===== config.mk =====
export PLATFORM = sky130hd
export DESIGN_NAME = async_fifo
export DESIGN_NICKNAME = d
export VERILOG_FILES = /design/src/rtl/fifo_pkg.sv /design/src/rtl/fifo_mem.sv /design/src/rtl/async_fifo.sv
export SDC_FILE = /design/constraint.sdc
export NUM_CORES = 1
export LEC_CHECK = 0
export BUFFER_PORTS_ARGS = -buffer_cell sky130_fd_sc_hd__buf_2
export CAP_MARGIN = 10
export CORE_MARGIN = 1.5
export CORE_UTILIZATION = 52
export DETAILED_ROUTE_END_ITERATION = 10
export PLACE_DENSITY = 0.7
export SYNTH_ARGS = -nofsm -noshare
export SYNTH_HDL_FRONTEND = slang
export SYNTH_SLANG_ARGS = --single-unit

===== constraint.sdc =====
create_clock -name fifo_clk -period 3.45 [get_ports fifo_clk]
set_clock_uncertainty 0.1 [all_clocks]
set_input_delay 0.5175 -clock fifo_clk [delete_from_list [all_inputs] [get_ports fifo_clk]]
set_output_delay 0.5175 -clock fifo_clk [all_outputs]
set_load 0.005 [all_outputs]

===== src/rtl/fifo_pkg.sv =====
// Shared defaults and pointer sizing for the single-clock FIFO.
package fifo_pkg;

  localparam int unsigned FIFO_WIDTH_DEF = 32'd8;
  localparam int unsigned FIFO_DEPTH_DEF = 32'd8;

  // Pointers carry one extra wrap bit above the storage address.
  function automatic int unsigned ptr_width(input int unsigned depth);
    return $clog2(depth) + 32'd1;
  endfunction

endpackage


===== src/rtl/fifo_mem.sv =====
// Simple dual-port storage: synchronous write and clear, asynchronous read.
module fifo_mem
  import fifo_pkg::*;
#(
  parameter int unsigned WIDTH  = FIFO_WIDTH_DEF,
  parameter int unsigned DEPTH  = FIFO_DEPTH_DEF,
  parameter int unsigned ADDR_W = $clog2(DEPTH)
) (
  input  logic              mem_clk,
  input  logic              mem_rst,
  input  logic              mem_we,
  input  logic [ADDR_W-1:0] mem_waddr,
  input  logic [WIDTH-1:0]  mem_wdata,
  input  logic [ADDR_W-1:0] mem_raddr,
  output logic [WIDTH-1:0]  mem_rdata
);

  logic [WIDTH-1:0] mem_d [0:DEPTH-1];
  logic [WIDTH-1:0] mem_q [0:DEPTH-1];

  // Next-state of the array: only the addressed entry changes on a write.
  always_comb begin
    mem_d = mem_q;
    if (mem_we) begin
      mem_d[mem_waddr] = mem_wdata;
    end else begin
      mem_d[mem_waddr] = mem_q[mem_waddr];
    end
  end

  // Storage register with synchronous clear so reads never return X.
  always_ff @(posedge mem_clk) begin
    if (mem_rst) begin
      mem_q <= '{default: '0};
    end else begin
      mem_q <= mem_d;
    end
  end

  assign mem_rdata = mem_q[mem_raddr];

endmodule


===== src/rtl/async_fifo.sv =====
// First-word-fall-through FIFO with wrap-bit pointers and flags taken straight from them.
module async_fifo
  import fifo_pkg::*;
#(
  parameter int unsigned FIFO_WIDTH = FIFO_WIDTH_DEF,
  parameter int unsigned FIFO_DEPTH = FIFO_DEPTH_DEF
) (
  input  logic                  fifo_clk,
  input  logic                  fifo_rst,
  input  logic                  fifo_wen,
  input  logic [FIFO_WIDTH-1:0] fifo_wdata,
  output logic                  fifo_full,
  input  logic                  fifo_ren,
  output logic [FIFO_WIDTH-1:0] fifo_rdata,
  output logic                  fifo_empty
);

  localparam int unsigned PTR_W  = ptr_width(FIFO_DEPTH);
  localparam int unsigned ADDR_W = PTR_W - 32'd1;

  logic [PTR_W-1:0] wptr_d, wptr_q;
  logic [PTR_W-1:0] rptr_d, rptr_q;
  logic             wr_accept_s;
  logic             rd_accept_s;

  assign fifo_empty = (wptr_q == rptr_q);
  assign fifo_full  = (wptr_q[ADDR_W-1:0] == rptr_q[ADDR_W-1:0]) &&
                      (wptr_q[PTR_W-1] != rptr_q[PTR_W-1]);

  // Acceptance uses the pre-edge flags, so a write at full is refused even alongside a read.
  always_comb begin
    wr_accept_s = fifo_wen & ~fifo_full;
    rd_accept_s = fifo_ren & ~fifo_empty;
    if (wr_accept_s) begin
      wptr_d = wptr_q + PTR_W'(1);
    end else begin
      wptr_d = wptr_q;
    end
    if (rd_accept_s) begin
      rptr_d = rptr_q + PTR_W'(1);
    end else begin
      rptr_d = rptr_q;
    end
  end

  // Pointer registers; reset overrides any request in the same cycle.
  always_ff @(posedge fifo_clk) begin
    if (fifo_rst) begin
      wptr_q <= '0;
      rptr_q <= '0;
    end else begin
      wptr_q <= wptr_d;
      rptr_q <= rptr_d;
    end
  end

  fifo_mem #(
    .WIDTH  (FIFO_WIDTH),
    .DEPTH  (FIFO_DEPTH),
    .ADDR_W (ADDR_W)
  ) u_mem (
    .mem_clk   (fifo_clk),
    .mem_rst   (fifo_rst),
    .mem_we    (wr_accept_s),
    .mem_waddr (wptr_q[ADDR_W-1:0]),
    .mem_wdata (fifo_wdata),
    .mem_raddr (rptr_q[ADDR_W-1:0]),
    .mem_rdata (fifo_rdata)
  );

endmodule


# --- After elaboration in Yosys (flattened, before gate mapping) ---
# Index checks and enable logic that the tools add are counted.
word_totals:
  output_inout_bits: 10
  input_bits: 12
  word_cells: 37
  reg_bits: 72
classes:
  mux: 11
  n_eq_ne: 3
  order_cmp: 3
  reduce_logical: 2
  n_bitwise: 6
  add_sub_neg: 2
op_table:
  columns: ["cell", "count"]
  rows:
  - ["64-bit bitwise mux", 2]
  - ["64-bit 2-to-1 mux", 1]
  - ["8-bit binary-select mux with 3-bit select", 2]
  - ["8-bit 2-to-1 mux", 5]
  - ["8-bit demux with 3-bit select", 1]
  - ["4-bit by 1-bit adder with 4-bit output (second input constant)", 2]
  - ["4-bit greater-or-equal comparator (second input constant)", 2]
  - ["3-bit inverter with 4-bit output", 2]
  - ["4-bit equality test", 1]
  - ["4-bit by 1-bit < comparator with 1-bit output (second input constant)", 1]
  - ["3-bit equality test", 1]
  - ["1-bit AND", 2]
  - ["1-bit logical AND", 2]
  - ["1-bit inverter", 2]
  - ["1-bit != test", 1]

# --- Longest topological paths before layout ---
# Gate-level depths: netlist (run 1).
logic_depth:
  word_depth: 7
  depth_mapped: 7
  ltp_nobuf: 4

# --- By module ---
# A second synthesis (run 1) with hierarchy kept.
hier_totals:
  cells_unflattened: 466
  hier_area_um2: 4312.9
modules_own_cells:
  columns: ["module", "instances", "cells_each", "area_each_um2", "seq_area_each_um2"]
  rows:
  - ["fifo_mem", 1, 403, 3709.8, 1281.2]
  - ["async_fifo", 1, 63, 603.1, 160.2]

# --- Worst setup path after synthesis (run 1) ---
# Ideal clock, no wire load.
synth_path:
  path_type: "register to output"
  from: "register rptr_q[0]"
  to: "output port fifo_rdata[0]"
  path_buffers: 2
  path_slack_ns: 1.254
  arrival_time_ns: 1.578
  path_stages_with_launch: 5
  path_cell_list: "dfxtp_1 -> buf_6 -> buf_2 -> mux4_2 -> mux2_2"
synth_between:
  elab_chain_len: 4
synth_rtl:
  columns: ["element", "line", "text"]
  rows:
  - ["start: declaration", "async_fifo.sv:22", "logic [PTR_W-1:0] rptr_d, rptr_q;"]
  - ["start signal: assignment", "async_fifo.sv:53", "rptr_q <= rptr_d;"]
  - ["3-bit inverter with 4-bit output (not written as such)", "fifo_mem.sv:40", "assign mem_rdata = mem_q[mem_raddr];"]
  - ["8-bit binary-select mux with 3-bit select", "fifo_mem.sv:40", null]
  - ["8-bit 2-to-1 mux (not written as such) (2 in a row)", "fifo_mem.sv:40", null]
  - ["end: declaration", "async_fifo.sv:14", "output logic [FIFO_WIDTH-1:0] fifo_rdata,"]
# No other way between the ends. The select of a mux whose other input is x is not followed.

# --- Worst setup path after layout (run 1) ---
layout_path:
  from: "register wptr_q[1]"
  to: "output port fifo_full"
layout_between:
  elab_chain_len: 2
layout_rtl:
  columns: ["element", "line", "text"]
  rows:
  - ["start: declaration", "async_fifo.sv:21", "logic [PTR_W-1:0] wptr_d, wptr_q;"]
  - ["start signal: assignment", "async_fifo.sv:52", "wptr_q <= wptr_d;"]
  - ["3-bit equality test", "async_fifo.sv:27", "assign fifo_full = (wptr_q[ADDR_W-1:0] == rptr_q[ADDR_W-1:0]) &&"]
  - ["1-bit logical AND", "async_fifo.sv:27", null]
  - ["end: declaration", "async_fifo.sv:12", "output logic fifo_full,"]
# No other way between the ends.

==> reports/summary.log, run 1 <==
qor: run_status.run_status finished clean
qor: sta.finalSetupTns 0 ns
qor: setup_path.worstPathRequired 2.83 ns
qor: cts.clkTransAtPathRegs 0.08 ns
qor: power_and_ir_drop.irDropWorstVdd 0.000232 V
qor: grt.via_count_of_the_first_global_routing_pass 3291
qor: placement.dp.cells 502
qor: sta.report.final.setup_viol 0
qor: cts.clock_path_buffers 2
qor: cts.cts_root_buf sky130_fd_sc_hd__clkbuf_8
qor: synth.post_synth_num_cell_types 51
qor: power_and_ir_drop.clock_power_share 0.348
qor: placement.worst_slack_after_detailed_placement 0.796 ns
qor: sta.rsz0062_at_grt no
qor: cts.cts_buffers 9
qor: setup_path.timing.critical_path.arrival 2.26 ns
qor: cts.number_of_h_tree_levels 3
qor: setup_path.crit_path_end_kind primary output
qor: sta.worst_max_slew_pin_slew 0.954 ns
qor: flow_run.drv_cap 0
qor: setup_path.setup.worst_path.class flip-flop to primary output
qor: power_and_ir_drop.powerDensity 443 nW/um2
qor: synth.yosys_register_bits 72
qor: synth.syn-instance-count 391
qor: route.finalWirelength 11.8 mm
qor: cts.clock_net_sink_count 72
qor: sta.relSlewSlack 0.361
qor: setup_path.cp_max_fo 23
qor: min_path.min-delay-path-class input port to flip-flop
qor: grt.grt_util_all_layers 0.301
qor: route.first_iter_violations 427
qor: power_and_ir_drop.net_switching_power_figure 0.576 mW
qor: route.drt-vias-per-instance 6.79
qor: placement.post-dp-hpwl 7.63 mm
qor: die.die_w 90.4 um
qor: synth.post_synth_instance_area 3980 um2
qor: cts.post_cts_resize_count 0
qor: power_and_ir_drop.fraction_of_power_consumed_by_combinational_cells 0.193
qor: power_and_ir_drop.power.share.sequential 0.460
qor: layout.synthToLayoutAreaGrowth 9.98%
qor: die.design.die.area 8180 um2
qor: die.start_util 0.542
qor: synth.synthesis.yosys.warnings 0
qor: route.vias 3513
qor: grt.total_global_routing_overflow 0
qor: cts.cts-hold-fix-buffers 0
qor: grt.largest_net_degree_at_the_start_of_global_routing 24
qor: power_and_ir_drop.internal_power_of_the_cells 1.36 mW
qor: sta.finalWorstPathRequiredPeriod 2.87 ns
qor: layout.final_cells 517
qor: die.fp.coreArea 7330 um2
qor: sta.final_min_period_over_clock_period 0.833
qor: placement.numPortBuffers 21
qor: sta.final-max-slew-violation-count 0
qor: route.remaining_drc_errors 0
qor: power_and_ir_drop.power_switching_share 0.297
qor: route.first_pass_iters 5
qor: power_and_ir_drop.fin_total_pwr 1.94 mW
qor: sta.finalHoldViolations 0
qor: layout.layout-drive-gt1-share 0.261
qor: synth.synth_net_count 405
qor: cts.cts_tree yes
qor: grt.global_route_wire_length_before_repair 18.7 mm
qor: synth.syn_avg_cell_area 10.2 um2
qor: die.io_pins 22
qor: placement.place_congestion 0.937
qor: cts.clock_insertion_delay_worst_skew 0.36 ns
qor: cts.cts_setup_buffers 0
qor: setup_path.worst_setup_path_start_kind flip-flop
qor: layout.fin_nets 428
qor: layout.num_antenna_cells 0
qor: sta.maxClockFrequency 348 MHz
qor: sta.worst_slack 0.575 ns
qor: grt.grt_antenna_before_repair 0
qor: route.ant_nets 0
qor: route.wl_per_cell 22.8 um
qor: power_and_ir_drop.static-leakage-power 1.51 nW
qor: die.placementRows 31
qor: die.die_h 90.4 um
qor: synth.ys_seq_area_frac 0.363
## power groups by stage
stage,Combinational [mW],Sequential (mW),Clock (mW)
final,0.374,0.891,0.674
after global routing,0.400,0.894,0.716
after CTS,0.371,0.889,0.673
after detailed placement,0.369,0.908,0
after global placement,0.365,0.907,0
after floorplan,0.285,0.890,0
## layer usage
layer	track usage	wire length, um
met4	0.149	356
met3	0.0640	1070
met2	0.429	5280
met1	0.429	5060
met5	0	0
## cell usage after synthesis, drive strengths merged
library cell  instances  area [um2]
a2111oi               1        27.5
a211oi                7         113
a21oi                18        90.1
a221o                12         120
a31o                  1        8.76
a32o                  3        30.0
a41oi                 2        17.5
and2                  1        6.26
and3b                 2        17.5
buf                  15         104
clkbuf                9        33.8
clkinv                1        3.75
dfxtp                72        1440
ha                    2        25.0
inv                   4        15.0
mux2                 17         191
mux2i                 8        92.6
mux4                 18         405
nand2                76         285
nand3                 3        27.5
nand3b                2        15.0
nand4                 7        43.8
nand4b                3        26.3
nor2                 13        86.3
nor2b                 4        25.0
nor3                  2        10.0
nor3b                 3        22.5
o21ai                12        60.1
o221ai                5        75.1
o22ai                 3        18.8
o311ai                1        8.76
o31ai                49         368
o41a                  1        11.3
o41ai                 2        43.8
or2                   3        18.8
or3                   3        18.8
xnor2                 1        8.76
xor2                  5        58.8
## path summary, 6_finish.rpt
kind / from / end / slack, ns / depth (start not counted)
worst max-delay path: wptr_q[1] / fifo_full / 0.58 / 4
worst min-delay path: fifo_wdata[0] / u_mem.mem_q[40] / 0.34 / 3
worst max register to register: wptr_q[1] / u_mem.mem_q[40] / 0.71 / 4
worst min register to register: u_mem.mem_q[7] / u_mem.mem_q[7] / 0.37 / 2
## registers in the layout (all words and copies together) (netlist names)
register / cells
wptr_q: 4
rptr_q: 4
u_mem.mem_q: 64
## worst max-delay path, stage by stage (launching register included)
cell and delay (ns):
sky130_fd_sc_hd__dfxtp_1 0.91, sky130_fd_sc_hd__xor2_2 0.26, sky130_fd_sc_hd__or2_2 0.37, sky130_fd_sc_hd__nor3_1 0.21, sky130_fd_sc_hd__buf_2 0.15
## layout make-up
type	instances	area [um2]
clock inverter	3	42.5
fill	628	2960
multi-input combinational	290	2380
inverter	5	18.8
sequential	72	1440
tap	99	124
clock buffer	12	145
timing repair buffer	36	218
## placed cells by master (no fill, tap or decap), types with 3 or more instances in the layout
cell type,netlist,final
sky130_fd_sc_hd__xor2_1,3,3
sky130_fd_sc_hd__o221ai_2,5,5
sky130_fd_sc_hd__nand4_1,7,7
sky130_fd_sc_hd__a21oi_1,18,18
sky130_fd_sc_hd__o21ai_1,9,9
sky130_fd_sc_hd__a211oi_4,4,4
sky130_fd_sc_hd__nand2_1,76,76
sky130_fd_sc_hd__mux2_2,15,15
sky130_fd_sc_hd__or3_1,3,3
sky130_fd_sc_hd__dfxtp_1,72,72
sky130_fd_sc_hd__buf_4,2,15
sky130_fd_sc_hd__o31ai_1,49,49
sky130_fd_sc_hd__nor2_4,5,5
sky130_fd_sc_hd__a32o_1,3,3
sky130_fd_sc_hd__o22ai_1,3,3
sky130_fd_sc_hd__inv_1,4,4
sky130_fd_sc_hd__mux4_2,18,18
sky130_fd_sc_hd__o21ai_0,3,3
sky130_fd_sc_hd__nor2b_1,4,4
sky130_fd_sc_hd__clkbuf_8,0,10
sky130_fd_sc_hd__buf_2,8,21
sky130_fd_sc_hd__a221o_1,12,12
sky130_fd_sc_hd__mux2i_1,7,7
sky130_fd_sc_hd__nand4b_1,3,3
sky130_fd_sc_hd__nor2_1,8,8
## kinds of logic (layout without fill, tap and decap cells)
family / Yosys count / count (layout) / share of synthesized area
flops: 72 / 72 / 0.363
simple gates: 122 / 122 / 0.152
fa+ha+maj: 2 / 2 / 0.00629
mux: 43 / 43 / 0.173
buf+inv: 29 / 56 / 0.0393
compound gates: 117 / 117 / 0.250
xor+xnor: 6 / 6 / 0.0170
## stage by stage
stage	utilization	hold slack, ns	cell area (um2)
detailed placement	0.571	0.363	4180
global placement	0.571	0.347	4180
global route	0.596	0.350	4370
finish	0.596	0.340	4370
CTS	0.596	0.341	4370
floorplan	-	0.335	3980
Power figures use the tool's default switching activity.
==> run 2: changes to the inputs <==
==> constraint.sdc (replaced) <==
create_clock -name fifo_clk -period 2.65 [get_ports fifo_clk]
set_clock_uncertainty 0.1 [all_clocks]
set_input_delay 0.3975 -clock fifo_clk [delete_from_list [all_inputs] [get_ports fifo_clk]]
set_output_delay 0.3975 -clock fifo_clk [all_outputs]
set_load 0.005 [all_outputs]
==> run 2 against run 1 <==
Net effect: combinational power rose by 36%; utilization fell by 0.051 points; power rose by 24%; critical path depth did not move; routed wire length fell by 1.5%; via count barely moved; count of clock-buffer cells in the layout fell by 3.
==> reports/summary.log, run 2 (same netlist as run 1, synthesis figures left out) <==
qor: run_status.run_status finished clean
qor: setup_path.setup.worst_path.class flip-flop to primary output
qor: setup_path.worst_setup_path_start_kind flip-flop
qor: power_and_ir_drop.net_switching_power_figure 0.756 mW [+31%]
qor: power_and_ir_drop.internal_power_of_the_cells 1.65 mW [+21%]
qor: cts.cts_setup_buffers 0 [unchanged]
qor: cts.clock_net_sink_count 72 [unchanged]
qor: cts.clock_path_buffers 2 [unchanged]
qor: sta.final-max-slew-violation-count 0 [unchanged]
qor: power_and_ir_drop.power.share.sequential 0.476 [+0.016]
qor: layout.num_antenna_cells 0 [unchanged]
qor: sta.fin_worst_hold_slack 0.226 ns [-0.114 ns]
qor: sta.relSlewSlack 0.209 [-0.151]
qor: route.vias 3514 [+0.028%]
qor: grt.via_count_of_the_first_global_routing_pass 3279 [-0.36%]
qor: die.placementRows 31 [unchanged]
qor: die.fp.coreArea 7330 um2 [unchanged]
qor: cts.clkTransAtPathRegs 0.08 ns [about the same]
qor: layout.largest_register_ff_count 64 [unchanged]
qor: grt.largest_net_degree_at_the_start_of_global_routing 25 [+4.2%]
qor: layout.layout.cells.most_common_list sky130_fd_sc_hd__nand2_1 (76), sky130_fd_sc_hd__dfxtp_1 (72), sky130_fd_sc_hd__o31ai_1 (49)
qor: sta.report.final.setup_viol 0 [unchanged]
qor: power_and_ir_drop.static-leakage-power 1.51 nW [about the same]
qor: power_and_ir_drop.power_switching_share 0.314 [+0.0164]
qor: route.ant_nets 0 [unchanged]
qor: grt.global_route_wire_length_before_repair 18.5 mm [-1.2%]
qor: cts.post_cts_resize_count 0 [unchanged]
qor: route.wl_per_cell 22.3 um [-2.1%]
qor: sta.worst_max_slew_pin_slew 1.19 ns [+0.231 ns]
qor: placement.place_congestion 0.944 [+0.70%]
qor: die.design.die.area 8180 um2 [unchanged]
qor: cts.cts_tree yes
qor: power_and_ir_drop.powerDensity 552 nW/um2 [+24%]
qor: setup_path.slowest_stage sky130_fd_sc_hd__mux4_2
qor: cts.cts-hold-fix-buffers 0 [unchanged]
qor: power_and_ir_drop.irDropWorstVdd 0.000261 V [+12%]
qor: grt.grt_antenna_before_repair 0 [unchanged]
qor: sta.finalHoldViolations 0 [unchanged]
qor: grt.grt_util_all_layers 0.296 [-0.00477]
qor: layout.fin_nets 431 [+0.70%]
qor: route.first_pass_iters 7 [+2]
qor: grt.total_global_routing_overflow 0 [unchanged]
qor: sta.rsz0062_at_grt no
qor: route.drt-vias-per-instance 6.76 [-0.55%]
qor: cts.cts_buffers 9 [unchanged]
qor: setup_path.cp_max_fo 9 [-61%]
qor: cts.number_of_h_tree_levels 3 [unchanged]
qor: flow_run.drv_cap 0 [unchanged]
qor: die.start_util 0.542 [unchanged]
qor: die.io_pins 22 [unchanged]
qor: min_path.min-delay-path-class input port to flip-flop
qor: layout.layout-drive-gt1-share 0.271 [+0.0100]
qor: route.first_iter_violations 406 [-4.9%]
qor: layout.max_flop_register u_mem.mem_q
qor: route.finalWirelength 11.6 mm [-1.5%]
qor: sta.maxClockFrequency 405 MHz
qor: setup_path.crit_path_end_kind primary output
qor: layout.final_common_cell sky130_fd_sc_hd__nand2_1
qor: layout.largest_registers u_mem.mem_q x64, rptr_q x4, wptr_q x4
qor: cts.clock_insertion_delay_worst_skew 0.35 ns [about the same]
qor: power_and_ir_drop.fin_total_pwr 2.41 mW [+24%]
qor: setup_path.timing.critical_path.arrival 1.97 ns [-0.29 ns]
qor: sta.final_min_period_over_clock_period 0.933
qor: power_and_ir_drop.clock_power_share 0.313 [-0.035]
qor: placement.numPortBuffers 21 [unchanged]
qor: layout.synthToLayoutAreaGrowth 9.88% [about the same]
qor: sta.finalSetupTns 0 ns [unchanged]
qor: power_and_ir_drop.fraction_of_power_consumed_by_combinational_cells 0.211 [+0.018]
qor: placement.post-dp-hpwl 7.63 mm [about the same]
qor: cts.cts_root_buf sky130_fd_sc_hd__clkbuf_8
qor: setup_path.timing.critical_path.slowest_cell_delay 0.53 ns [-0.38 ns]
qor: sta.finalWorstPathRequiredPeriod 2.47 ns
qor: route.remaining_drc_errors 0 [unchanged]
qor: setup_path.worstPathRequired 2.15 ns [-0.68 ns]
qor: die.die_w 90.4 um [unchanged]
qor: setup_path.path_cells buf_4 -> mux4_2 -> mux2_2 -> buf_2
qor: die.die_h 90.4 um [unchanged]
## run 2: changes by cell type in the layout (fill, tap and decap cells not counted)
| cell | change |
|---|---|
| sky130_fd_sc_hd__buf_4 | +3 |
| sky130_fd_sc_hd__bufinv_16 | -1 |
| sky130_fd_sc_hd__clkbuf_1 | -2 |
| sky130_fd_sc_hd__clkbuf_8 | -1 |
| sky130_fd_sc_hd__clkinv_2 | +2 |
| sky130_fd_sc_hd__clkinvlp_4 | +2 |
## run 2: power groups by stage
stage          sequential, mW  clock (mW)  combinational (mW)
2_1_floorplan            1.16           0               0.371
3_3_place_gp             1.17           0               0.495
3_5_place_dp             1.17           0               0.502
4_1_cts                  1.15       0.759               0.506
5_1_grt                  1.15       0.805               0.544
6_report                 1.15       0.753               0.509
## run 2: per-layer routing
layer	vias to the layer above	global-route usage	share of wire
met5	-	0	0
met4	0	0.128	0.033
met3	37	0.0446	0.096
met2	223	0.461	0.46
met1	1684	0.407	0.41
li1	1570	-	-
## run 2: cell type report
cell class / count / area [um2]
Tap cell: 99 / 124
Fill cell: 634 / 2960
Multi-Input combinational cell: 290 / 2380
Sequential cell: 72 / 1440
Clock inverter: 6 / 37.5
Inverter: 5 / 18.8
Timing Repair Buffer: 39 / 240
Clock buffer: 9 / 124
## run 2: critical path, delay by kind of cell, from the launching register on
kind,cells,cell delay (ns)
flops,1,0.41
buf+inv,2,0.40
mux,2,0.80
## run 2: path summary, 6_finish.rpt
check	startpoint	end	slack, ns	cells after the start
worst max-delay path	rptr_q[0]	fifo_rdata[4]	0.18	4
worst max register to register	wptr_q[2]	u_mem.mem_q[57]	0.35	5
worst min register to register	u_mem.mem_q[15]	u_mem.mem_q[15]	0.37	2
worst min-delay path	fifo_wdata[0]	u_mem.mem_q[40]	0.23	3
## run 2: metrics by stage
| step | worst slack (ns) | cells | instance area [um2] | util |
|---|---|---|---|---|
| after floorplan | 0.574 | 391 | 3980 | - |
| after global placement | 0.460 | 505 | 4210 | 0.574 |
| after detailed placement | 0.377 | 505 | 4210 | 0.574 |
| after CTS | 0.161 | 520 | 4370 | 0.596 |
| after global routing | 0.108 | 520 | 4370 | 0.596 |
| final | 0.179 | 520 | 4370 | 0.596 |
==> run 3: changes to the inputs <==
--- a/config.mk
+++ b/config.mk
@@ -10,7 +10,8 @@
 export CORE_MARGIN = 1.5
 export CORE_UTILIZATION = 52
 export DETAILED_ROUTE_END_ITERATION = 10
-export PLACE_DENSITY = 0.7
+export PLACE_DENSITY_LB_ADDON = 0.2
+export SLEW_MARGIN = 25
 export SYNTH_ARGS = -nofsm -noshare
 export SYNTH_HDL_FRONTEND = slang
 export SYNTH_SLANG_ARGS = --single-unit
==> run 3 against run 2 <==
Net effect: critical path depth did not move; global-route usage fell by 0.77 points; sequential share of layout area fell by 0.40 points; critical path type unchanged; design area rose by 1.3%; via count fell by 2.2%; die area did not move; count of clock-buffer cells in the layout rose by 3; register-to-register slack barely moved; sequential cell count did not move; routed wire length fell by 1.6%; sequential power barely moved; non-clock buffer count rose by 6.
==> reports/summary.log, run 3 (same netlist as run 1, synthesis figures left out) <==
qor: sta.relSlewSlack 0.582 [+0.373]
qor: die.die_h 90.4 um [unchanged]
qor: grt.largest_net_degree_at_the_start_of_global_routing 25 [unchanged]
qor: setup_path.ff2ff_setup_slack 0.36 ns [about the same]
qor: placement.post-dp-hpwl 7.77 mm [+1.8%]
qor: setup_path.timing.rr.end u_mem.mem_q[6]
qor: die.start_util 0.542 [unchanged]
qor: placement.numPortBuffers 21 [unchanged]
qor: route.vias 3435 [-2.2%]
qor: layout.final_cell_area 4430 um2 [+1.3%]
qor: setup_path.cp-endpoint fifo_rdata[1]
qor: route.drt-vias-per-instance 6.53 [-3.4%]
qor: grt.grt_util_all_layers 0.288 [-0.00766]
qor: layout.max_flop_register u_mem.mem_q
qor: sta.final-max-slew-violation-count 0 [unchanged]
qor: layout.multi_input_comb_area 2380 um2 [unchanged]
qor: grt.global_route_wire_length_before_repair 18.0 mm [-2.5%]
qor: layout.register_area 1440 um2 [about the same]
qor: route.wl_per_cell 21.7 um [-2.7%]
qor: sta.finalHoldViolations 0 [unchanged]
qor: setup_path.cpLargestDelayFamily multiplexers
qor: sta.finalWorstPathRequiredPeriod 2.50 ns [+0.0246 ns]
qor: sta.rsz0062_at_grt no
qor: setup_path.cp_max_fo 8 [-1]
qor: layout.synthToLayoutAreaGrowth 11.3%
qor: layout.largest_registers u_mem.mem_q x64, rptr_q x4, wptr_q x4
qor: cts.cts-hold-fix-buffers 0 [unchanged]
qor: sta.worst_max_slew_pin_slew 0.627 ns [-0.559 ns]
qor: setup_path.worstPathRequired 2.15 ns [about the same]
qor: layout.fin_nets 437 [+1.4%]
qor: layout.total_of_fill_cells_in_the_finished_design 627 [-1.1%]
qor: cts.cts_tree yes
qor: setup_path.timing.critical_path.arrival 2.00 ns [+0.03 ns]
qor: route.dr_wl_met3 776 um [-30%]
qor: placement.place_congestion 0.855 [-9.4%]
qor: die.placementRows 31 [unchanged]
qor: sta.finalSetupTns 0 ns [unchanged]
qor: route.met2WireLength 5.47 mm [+2.7%]
qor: cts.post_cts_resize_count 1 [+1]
qor: setup_path.path_depth 4 [unchanged]
qor: cts.clock_net_sink_count 72 [unchanged]
qor: die.die_w 90.4 um [unchanged]
qor: cts.clkTransAtPathRegs 0.07 ns [about the same]
qor: sta.report.final.setup_viol 0 [unchanged]
qor: cts.cts_setup_buffers 0 [unchanged]
qor: setup_path.crit_path_end_kind primary output
qor: route.wl_met1 4.99 mm [+4.8%]
qor: die.io_pins 22 [unchanged]
qor: setup_path.slowest_stage sky130_fd_sc_hd__mux4_2
qor: die.design.die.area 8180 um2 [unchanged]
qor: min_path.number_of_cells_on_the_worst_hold_path 3 [unchanged]
qor: layout.num_antenna_cells 0 [unchanged]
qor: setup_path.worstReg2RegStart wptr_q[0]
qor: cts.clock_path_buffers 2 [unchanged]
qor: cts.clock_insertion_delay_worst_skew 0.35 ns [about the same]
qor: cts.number_of_h_tree_levels 3 [unchanged]
qor: route.first_iter_violations 382 [-5.9%]
qor: setup_path.setup.worst_path.class flip-flop to primary output
qor: layout.layout-drive-gt1-share 0.281 [+0.0102]
qor: sta.final_min_period_over_clock_period 0.942 [+0.00927]
qor: setup_path.path_cells buf_4 -> mux4_2 -> mux2_2 -> buf_2
qor: route.first_pass_iters 5 [-2]
qor: layout.largest_register_ff_count 64 [unchanged]
qor: layout.layout.cells.most_common_list sky130_fd_sc_hd__nand2_1 (76), sky130_fd_sc_hd__dfxtp_1 (71), sky130_fd_sc_hd__o31ai_1 (49)
qor: route.remaining_drc_errors 0 [unchanged]
qor: min_path.min-delay-path-class input port to flip-flop
qor: setup_path.r2r.worst_path.cells 5 [unchanged]
qor: grt.grt_antenna_before_repair 0 [unchanged]
qor: power_and_ir_drop.powerDensity 554 nW/um2 [+0.41%]
qor: setup_path.timing.critical_path.slowest_cell_delay 0.51 ns [-0.02 ns]
qor: power_and_ir_drop.irDropWorstVdd 0.000234 V [-10%]
qor: power_and_ir_drop.static-leakage-power 1.56 nW [+2.8%]
qor: setup_path.worst_setup_path_start_kind flip-flop
qor: cts.cts_buffers 9 [unchanged]
qor: layout.final_common_cell sky130_fd_sc_hd__nand2_1
qor: setup_path.worstPathBufferInverterCount 2 [unchanged]
qor: setup_path.worstSetupStartpoint rptr_q[0]
qor: run_status.run_status finished clean
qor: placement.placement.cell_area 4250 um2 [+1.1%]
qor: flow_run.drv_cap 0 [unchanged]
qor: route.highest-signal-layer met4
qor: grt.via_count_of_the_first_global_routing_pass 3283 [+0.12%]
qor: route.ant_nets 0 [unchanged]
qor: route.finalWirelength 11.4 mm [-1.6%]
qor: die.fp.coreArea 7330 um2 [unchanged]
qor: cts.cts_root_buf sky130_fd_sc_hd__clkbuf_8
qor: sta.maxClockFrequency 401 MHz [-0.98%]
qor: grt.total_global_routing_overflow 0 [unchanged]
run 3: cell count changes in the layout (fill, tap and decap cells not counted), sizes merged:
cell      previous run  this run
buf                 39        45
clkbuf               9        12
clkinv               4         3
clkinvlp             3         1
run 3: worst min-delay path by stage:
| stage | from | end |
|---|---|---|
| global placement | u_mem.mem_q[36] | u_mem.mem_q[36] |
| detailed placement | u_mem.mem_q[15] | u_mem.mem_q[15] |
| floorplan | u_mem.mem_q[11] | u_mem.mem_q[11] |
| global route | fifo_wdata[6] | u_mem.mem_q[46] |
| CTS | fifo_wdata[4] | u_mem.mem_q[44] |
| finish | fifo_wdata[4] | u_mem.mem_q[44] |
run 3: worst register-to-register path: cells and delay by family (launching register included):
kind | cells | cell delay, ns
buffers and inverters | 1 | 0.24
AOI/OAI and AO/OA | 3 | 1.05
DFF | 1 | 0.58
xor gates and xnor gates | 1 | 0.20
run 3: through the flow:
stage                     power, mW  utilization  setup slack, ns  instances  hold WS (ns)
after CTS                      2.45        0.604            0.151        526         0.242
after global placement         1.67        0.580            0.402        511         0.350
after detailed placement       1.68        0.580            0.383        511         0.355
after floorplan                1.53            -            0.574        391         0.335
after global routing           2.53        0.604           0.0784        526         0.254
final                          2.45        0.604            0.154        526         0.239
run 3: area by class of cell:
cell class | count | area share
clock inverter | 3 | 0.00396
clock buffer | 12 | 0.0351
multi-input combinational | 290 | 0.538
timing repair buffer | 45 | 0.0645
inverter | 5 | 0.00424
sequential | 72 | 0.326
tap | 99 | 0.0280
run 3: where the power goes:
group	internal [mW]	switching, mW	total (mW)
clock	0.383	0.409	0.792
combinational	0.215	0.287	0.503
sequential	1.12	0.0395	1.16
total	1.72	0.736	2.45
run 3: per-layer routing:
metal / global-route usage / vias to the layer above
met1: 0.403 / 1702
met4: 0.0847 / 0
met2: 0.461 / 148
met5: 0 / -
met3: 0.0446 / 15
li1: - / 1570
